--- config.mk ---
export PLATFORM = sky130hd
export DESIGN_NAME = fetch_ctrl_flat
export DESIGN_NICKNAME = d
export VERILOG_FILES = /design/src/rtl/fetch_ctrl_if.sv /design/src/rtl/fetch_ctrl.sv /design/src/flat_wrapper.sv
export SDC_FILE = /design/constraint.sdc
export NUM_CORES = 1
export LEC_CHECK = 0
export CAP_MARGIN = 20
export CORE_AREA = 8 8 115 117
export CTS_CLUSTER_DIAMETER = 100
export DETAILED_ROUTE_END_ITERATION = 8
export DIE_AREA = 0 0 123 125
export PLACE_DENSITY = 0.9
export REMOVE_ABC_BUFFERS = 1
export SYNTH_ARGS = -nofsm -noshare
export SYNTH_HDL_FRONTEND = slang
export SYNTH_SLANG_ARGS = --single-unit
--- constraint.sdc ---
create_clock -name clk_in -period 4.2 [get_ports clk_in]
set_clock_uncertainty 0.15 [all_clocks]
set_input_delay 0.84 -clock clk_in [delete_from_list [all_inputs] [get_ports clk_in]]
set_output_delay 0.84 -clock clk_in [all_outputs]
set_load 0.01 [all_outputs]
--- src/rtl/fetch_ctrl_if.sv ---
// fetch_ctrl_if: signal bundle between the fetch sequencer and pc_unit, instruction memory, decode and execute
//   master: fetch_ctrl side (drives pc/pc_unit controls, imem request, decode instruction)
//   slave:  environment side (drives stall/redirect, pc_unit next-PC, imem grant/response, decode ready)
//   misalign_out exists only when FETCH_MISALIGN_TRAP_EN is defined
interface fetch_ctrl_if;
  logic stall_in;
  logic redirect_valid_in;
  logic [31:0] redirect_addr_in;
  logic [31:0] pc_mux_in;
  logic [31:0] pc_out;
  logic [1:0] pc_src_out;
  logic branch_take_out;
  logic [30:0] iaddr_out;
  logic imem_req_out;
  logic [31:0] imem_addr_out;
  logic imem_gnt_in;
  logic imem_rvalid_in;
  logic [31:0] imem_rdata_in;
  logic instr_valid_out;
  logic [31:0] instr_out;
  logic [31:0] instr_pc_out;
  logic instr_ready_in;
`ifdef FETCH_MISALIGN_TRAP_EN
  logic misalign_out;
`endif
  modport master(
`ifdef FETCH_MISALIGN_TRAP_EN
    output misalign_out,
`endif
    input stall_in, redirect_valid_in, redirect_addr_in, pc_mux_in,
    input imem_gnt_in, imem_rvalid_in, imem_rdata_in, instr_ready_in,
    output pc_out, pc_src_out, branch_take_out, iaddr_out,
    output imem_req_out, imem_addr_out, instr_valid_out, instr_out, instr_pc_out
  );
  modport slave(
`ifdef FETCH_MISALIGN_TRAP_EN
    input misalign_out,
`endif
    output stall_in, redirect_valid_in, redirect_addr_in, pc_mux_in,
    output imem_gnt_in, imem_rvalid_in, imem_rdata_in, instr_ready_in,
    input pc_out, pc_src_out, branch_take_out, iaddr_out,
    input imem_req_out, imem_addr_out, instr_valid_out, instr_out, instr_pc_out
  );
endinterface

--- src/rtl/fetch_ctrl.sv ---
// fetch_ctrl: STRV32I instruction-fetch sequencer (PC register, imem req/gnt/rvalid, one-entry decode buffer)
//   clk_in, rst_n_in (async active-low); bus: fetch_ctrl_if.master
//   BOOT_ADDR: PC after reset
//   FETCH_MISALIGN_TRAP_EN: redirect with target bit 1 set raises sticky misalign_out and halts fetch
module fetch_ctrl #(
  parameter logic [31:0] BOOT_ADDR = 32'h0000_0000
) (
  input logic clk_in,
  input logic rst_n_in,
  fetch_ctrl_if.master bus
);
`ifdef FETCH_MISALIGN_TRAP_EN
  typedef enum logic [2:0] {BOOT, FETCH, WAIT, HOLD, HALT} state_t;
`else
  typedef enum logic [1:0] {BOOT, FETCH, WAIT, HOLD} state_t;
`endif
  state_t state, state_d;
  logic [31:0] pc, pc_d, instr, instr_pc;
  logic kill, kill_d, valid, valid_d, cap, req, acc, redir;
  assign req = state == FETCH && !bus.stall_in;
  assign acc = req && bus.imem_gnt_in;
`ifdef FETCH_MISALIGN_TRAP_EN
  logic misalign, trap;
  assign redir = bus.redirect_valid_in && state != BOOT && state != HALT;
  assign trap = redir && bus.redirect_addr_in[1];
`else
  assign redir = bus.redirect_valid_in && state != BOOT;
`endif
  // kill marks a granted request whose response must be dropped after a redirect
  always_comb begin
    state_d = state;
    pc_d = redir ? bus.pc_mux_in : pc;
    kill_d = kill;
    valid_d = valid;
    cap = 1'b0;
    case (state)
      BOOT: state_d = FETCH;
      FETCH: begin
        state_d = acc ? WAIT : FETCH;
        kill_d = acc && redir;
      end
      WAIT:
        if (bus.imem_rvalid_in) begin
          cap = !(kill || redir);
          valid_d = !(kill || redir);
          state_d = (kill || redir) ? FETCH : HOLD;
          kill_d = 1'b0;
        end else
          kill_d = kill || redir;
      HOLD:
        if (redir || (bus.instr_ready_in && !bus.stall_in)) begin
          state_d = FETCH;
          valid_d = 1'b0;
          pc_d = bus.pc_mux_in;
        end
      default: ;
    endcase
`ifdef FETCH_MISALIGN_TRAP_EN
    if (trap) begin
      state_d = HALT;
      valid_d = 1'b0;
      kill_d = 1'b0;
      cap = 1'b0;
    end
`endif
  end
  always_ff @(posedge clk_in or negedge rst_n_in)
    if (!rst_n_in) begin
      state <= BOOT;
      pc <= BOOT_ADDR;
      kill <= 1'b0;
      valid <= 1'b0;
      instr <= '0;
      instr_pc <= '0;
    end else begin
      state <= state_d;
      pc <= pc_d;
      kill <= kill_d;
      valid <= valid_d;
      if (cap) begin
        instr <= bus.imem_rdata_in;
        instr_pc <= pc;
      end
    end
`ifdef FETCH_MISALIGN_TRAP_EN
  always_ff @(posedge clk_in or negedge rst_n_in)
    if (!rst_n_in) misalign <= 1'b0;
    else if (trap) misalign <= 1'b1;
  assign bus.misalign_out = misalign;
`endif
  assign bus.pc_out = pc;
  assign bus.pc_src_out = state == BOOT ? 2'b00 : 2'b11;
  assign bus.branch_take_out = bus.redirect_valid_in;
  assign bus.iaddr_out = bus.redirect_addr_in[31:1];
  assign bus.imem_req_out = req;
  assign bus.imem_addr_out = pc;
  assign bus.instr_valid_out = valid;
  assign bus.instr_out = instr;
  assign bus.instr_pc_out = instr_pc;
endmodule
--- src/flat_wrapper.sv ---
// flat-port wrapper written by rule: the top's interface ports become plain ports
module fetch_ctrl_flat 
#(
  parameter logic [31:0] BOOT_ADDR = 32'h0000_0000
)
  (clk_in, rst_n_in, bus_stall_in, bus_redirect_valid_in, bus_redirect_addr_in, bus_pc_mux_in, bus_imem_gnt_in, bus_imem_rvalid_in, bus_imem_rdata_in, bus_instr_ready_in, bus_pc_out, bus_pc_src_out, bus_branch_take_out, bus_iaddr_out, bus_imem_req_out, bus_imem_addr_out, bus_instr_valid_out, bus_instr_out, bus_instr_pc_out);
  fetch_ctrl_if bus_i ();
  input logic clk_in;
  input logic rst_n_in;
  input wire logic [$bits(bus_i.stall_in)-1:0] bus_stall_in;
  input wire logic [$bits(bus_i.redirect_valid_in)-1:0] bus_redirect_valid_in;
  input wire logic [$bits(bus_i.redirect_addr_in)-1:0] bus_redirect_addr_in;
  input wire logic [$bits(bus_i.pc_mux_in)-1:0] bus_pc_mux_in;
  input wire logic [$bits(bus_i.imem_gnt_in)-1:0] bus_imem_gnt_in;
  input wire logic [$bits(bus_i.imem_rvalid_in)-1:0] bus_imem_rvalid_in;
  input wire logic [$bits(bus_i.imem_rdata_in)-1:0] bus_imem_rdata_in;
  input wire logic [$bits(bus_i.instr_ready_in)-1:0] bus_instr_ready_in;
  output wire logic [$bits(bus_i.pc_out)-1:0] bus_pc_out;
  output wire logic [$bits(bus_i.pc_src_out)-1:0] bus_pc_src_out;
  output wire logic [$bits(bus_i.branch_take_out)-1:0] bus_branch_take_out;
  output wire logic [$bits(bus_i.iaddr_out)-1:0] bus_iaddr_out;
  output wire logic [$bits(bus_i.imem_req_out)-1:0] bus_imem_req_out;
  output wire logic [$bits(bus_i.imem_addr_out)-1:0] bus_imem_addr_out;
  output wire logic [$bits(bus_i.instr_valid_out)-1:0] bus_instr_valid_out;
  output wire logic [$bits(bus_i.instr_out)-1:0] bus_instr_out;
  output wire logic [$bits(bus_i.instr_pc_out)-1:0] bus_instr_pc_out;
  assign bus_i.stall_in = bus_stall_in;
  assign bus_i.redirect_valid_in = bus_redirect_valid_in;
  assign bus_i.redirect_addr_in = bus_redirect_addr_in;
  assign bus_i.pc_mux_in = bus_pc_mux_in;
  assign bus_i.imem_gnt_in = bus_imem_gnt_in;
  assign bus_i.imem_rvalid_in = bus_imem_rvalid_in;
  assign bus_i.imem_rdata_in = bus_imem_rdata_in;
  assign bus_i.instr_ready_in = bus_instr_ready_in;
  assign bus_pc_out = bus_i.pc_out;
  assign bus_pc_src_out = bus_i.pc_src_out;
  assign bus_branch_take_out = bus_i.branch_take_out;
  assign bus_iaddr_out = bus_i.iaddr_out;
  assign bus_imem_req_out = bus_i.imem_req_out;
  assign bus_imem_addr_out = bus_i.imem_addr_out;
  assign bus_instr_valid_out = bus_i.instr_valid_out;
  assign bus_instr_out = bus_i.instr_out;
  assign bus_instr_pc_out = bus_i.instr_pc_out;
  fetch_ctrl #(.BOOT_ADDR(BOOT_ADDR)) u_core (.clk_in(clk_in), .rst_n_in(rst_n_in), .bus(bus_i));
endmodule
==> reports/results.txt <==
Synth-to-Final Area Change - 44.8%
Row cnt - 40
Initial Utilization - 0.394
Remaining antenna violation count - 0
Total Routed Length - 12.4 mm
Routability cong. - 0.790
Post-DP Area - 6260 sq um
I/O Pins - 267
CP Data Arrival Time - 1.95 ns
Most common cell after layout, fill and taps aside - clkdlybuf4s50_1
Pre-antenna DRT Iters - 6
Int Power - 3.55 mW
Die height - 125 microns
Dpl hpwl - 9.54 mm
Final setup vio count - 0
Vias per inst - 4.75
Power share of the sequential group - 0.342
1st-iter DRT viols - 142
Max VDD drop - 0.428 mV
Antenna violations before repair - 0
Final routed DRC violation total - 0
Worst hold path type - primary input to asynchronous set/reset pin
RSZ-0062 raised after global routing - no
Max_cap viols - 0
Number of vias in the routed layout - 2848
Commonest non-fill, non-tap cells in the layout - clkdlybuf4s50_1 (202), dfrtp_1 (100), mux2_4 (49)
Postcts setup bufs - 0
Critical Path RT - 3.21 ns
Placed cells - 584
Final core utilization - 0.571
CTS resizes - 0
Ys Warns - 0
Power Density - 765 nW/um^2
Fmax - 0.340 GHz
LEAKAGE - 3.02 nW
Finished Layout Cells - 599
Crit path from - bus_stall_in
Area of the core - 11600 sq um
CTS tree - built
Clock power frac - 0.184
Crit end category - output pin
Cell area after layout - 6630 sq um
P_sw - 1.53 mW
R2r setup slk - 1.69 ns
Post-synth EDFFs - 0
Final WS setup - 1.26 ns
Clock tree root buffer cell - clkbuf_16
CTS Sinks - 100
Port Buf Inserts - 203
Post-Synthesis Cells - 306
Async set or reset register ratio after synthesis - 1.00
Final hold violation count - 0
Clock-pin slew on the worst setup and hold paths - 0.07 ns
Vias in the first global route - 3252
Worst Setup Path Type - primary input to output pin
R2R Path End - u_core.bus.instr_out[8]
Worst Tran Pin Value - 0.573 ns
Synthesized area - 4580 sq um
Fin crit period - 2.94 ns
Die width - 123 microns
Ant diodes - 0
Max Slew Vio Count - 0
Slew headroom - 0.618
NumNets Final - 556
Netlist cell types - 23
Cts bufs inserted - 9
Clk Latency, worst-skew pair - 0.34 ns
Sequential area share after synthesis - 0.547
Largest net degree at the start of global routing - 82
Tot Pwr - 5.07 mW
CP Max Fanout - 4
Status - completed
Number of fill cells in the layout - 910
Combinational Power Share - 0.474
Layout cell share with drive strength beyond 1 - 0.259
Startpoint Class - primary input
H-tree lvl count - 3
Post-CTS Hold Buffers - 0
Setup tns final - 0 ns
DR WL/cell - 20.7 microns
Die area - 15400 sq um
Grt total ovfl - 0
Reg2reg start - u_core.state[0]
Synth Flop Type - dfrtp_1
Seq cells post-synth - 100
Reg2Reg Depth - 6
Final Cycle Share - 0.700
First-pass GRT wire length - 19.1 mm
Bufs on Longest Clock Path - 2
Min Hold Slack - 0.214 ns
Place WS - 1.15 ns
GRT Util Overall - 0.163
Synthesized area per cell - 15.0 sq um
Sw Ratio - 0.301
==> power groups by stage <==
stage          sequential [mW]  combinational, mW  clock [mW]
2_1_floorplan             1.98              0.689           0
3_3_place_gp              1.71               2.38           0
3_5_place_dp              1.75               2.43           0
4_1_cts                   1.75               2.44       0.964
5_1_grt                   1.81               2.55        1.00
6_report                  1.74               2.40       0.934
==> area by class of cell <==
cell class                 count  area, sq um  area share
clock buffer                  10          239      0.0361
clock inverter                 4         98.8      0.0149
inverter                       8         30.0     0.00453
multi-input combinational    123         1480       0.224
sequential                   100         2500       0.378
tap                          147          184      0.0278
timing repair buffer         207         2090       0.316
==> state kept, by name, summed over array words and instances (netlist names) <==
name / flops
u_core.bus.imem_addr_out: 32
u_core.kill: 1
u_core.state: 2
u_core.bus.instr_pc_out: 32
u_core.bus.instr_out: 32
u_core.bus.instr_valid_out: 1
==> how the worst max path moves through the flow <==
stage	slack, ns	to
after floorplan	-0.12	u_core.bus.instr_out[0]
after global placement	1.22	u_core.bus.instr_out[1]
after detailed placement	1.15	u_core.bus.imem_addr_out[27]
after CTS	1.24	bus_imem_req_out
after global routing	1.18	bus_imem_req_out
final	1.26	bus_imem_req_out
==> cell usage after synthesis, types with 2 or more instances <==
library cell  count  area (sq um)
mux2_4           49           736
mux2_1            2          22.5
ha_1              4          50.1
a21oi_1           2          10.0
o21ai_0           3          15.0
nor2b_1           2          12.5
a32oi_1           2          17.5
mux2_2           46           518
dfrtp_1         100          2500
buf_6             6          67.6
nor2_1            3          11.3
nand3_1           2          10.0
buf_4            68           510
inv_1             8          30.0
==> routing by layer <==
metal / share of wire / routed length (microns) / global-route usage / vias to the layer above
met2: 0.44 / 5510 / 0.242 / 162
met3: 0.13 / 1620 / 0.0914 / 14
met4: 0.013 / 157 / 0.0503 / 0
li1: - / - / - / 1254
met5: 0 / 0 / 0.0138 / -
met1: 0.41 / 5140 / 0.194 / 1418
==> cells by family (layout without fill, tap and decap cells) <==
family	after synthesis	after routing	share of synthesized area
buf+inv	83	229	0.134
compound gates	10	10	0.0145
simple gates	12	12	0.0150
fa+ha+maj	4	4	0.0109
flops	100	100	0.547
mux	97	97	0.279
==> critical path, cell delays in order <==
cell,delay (ns)
clkdlybuf4s50_1,0.44
nor2b_1,0.12
clkdlybuf4s50_1,0.54
(Power assumes the default switching activity.)
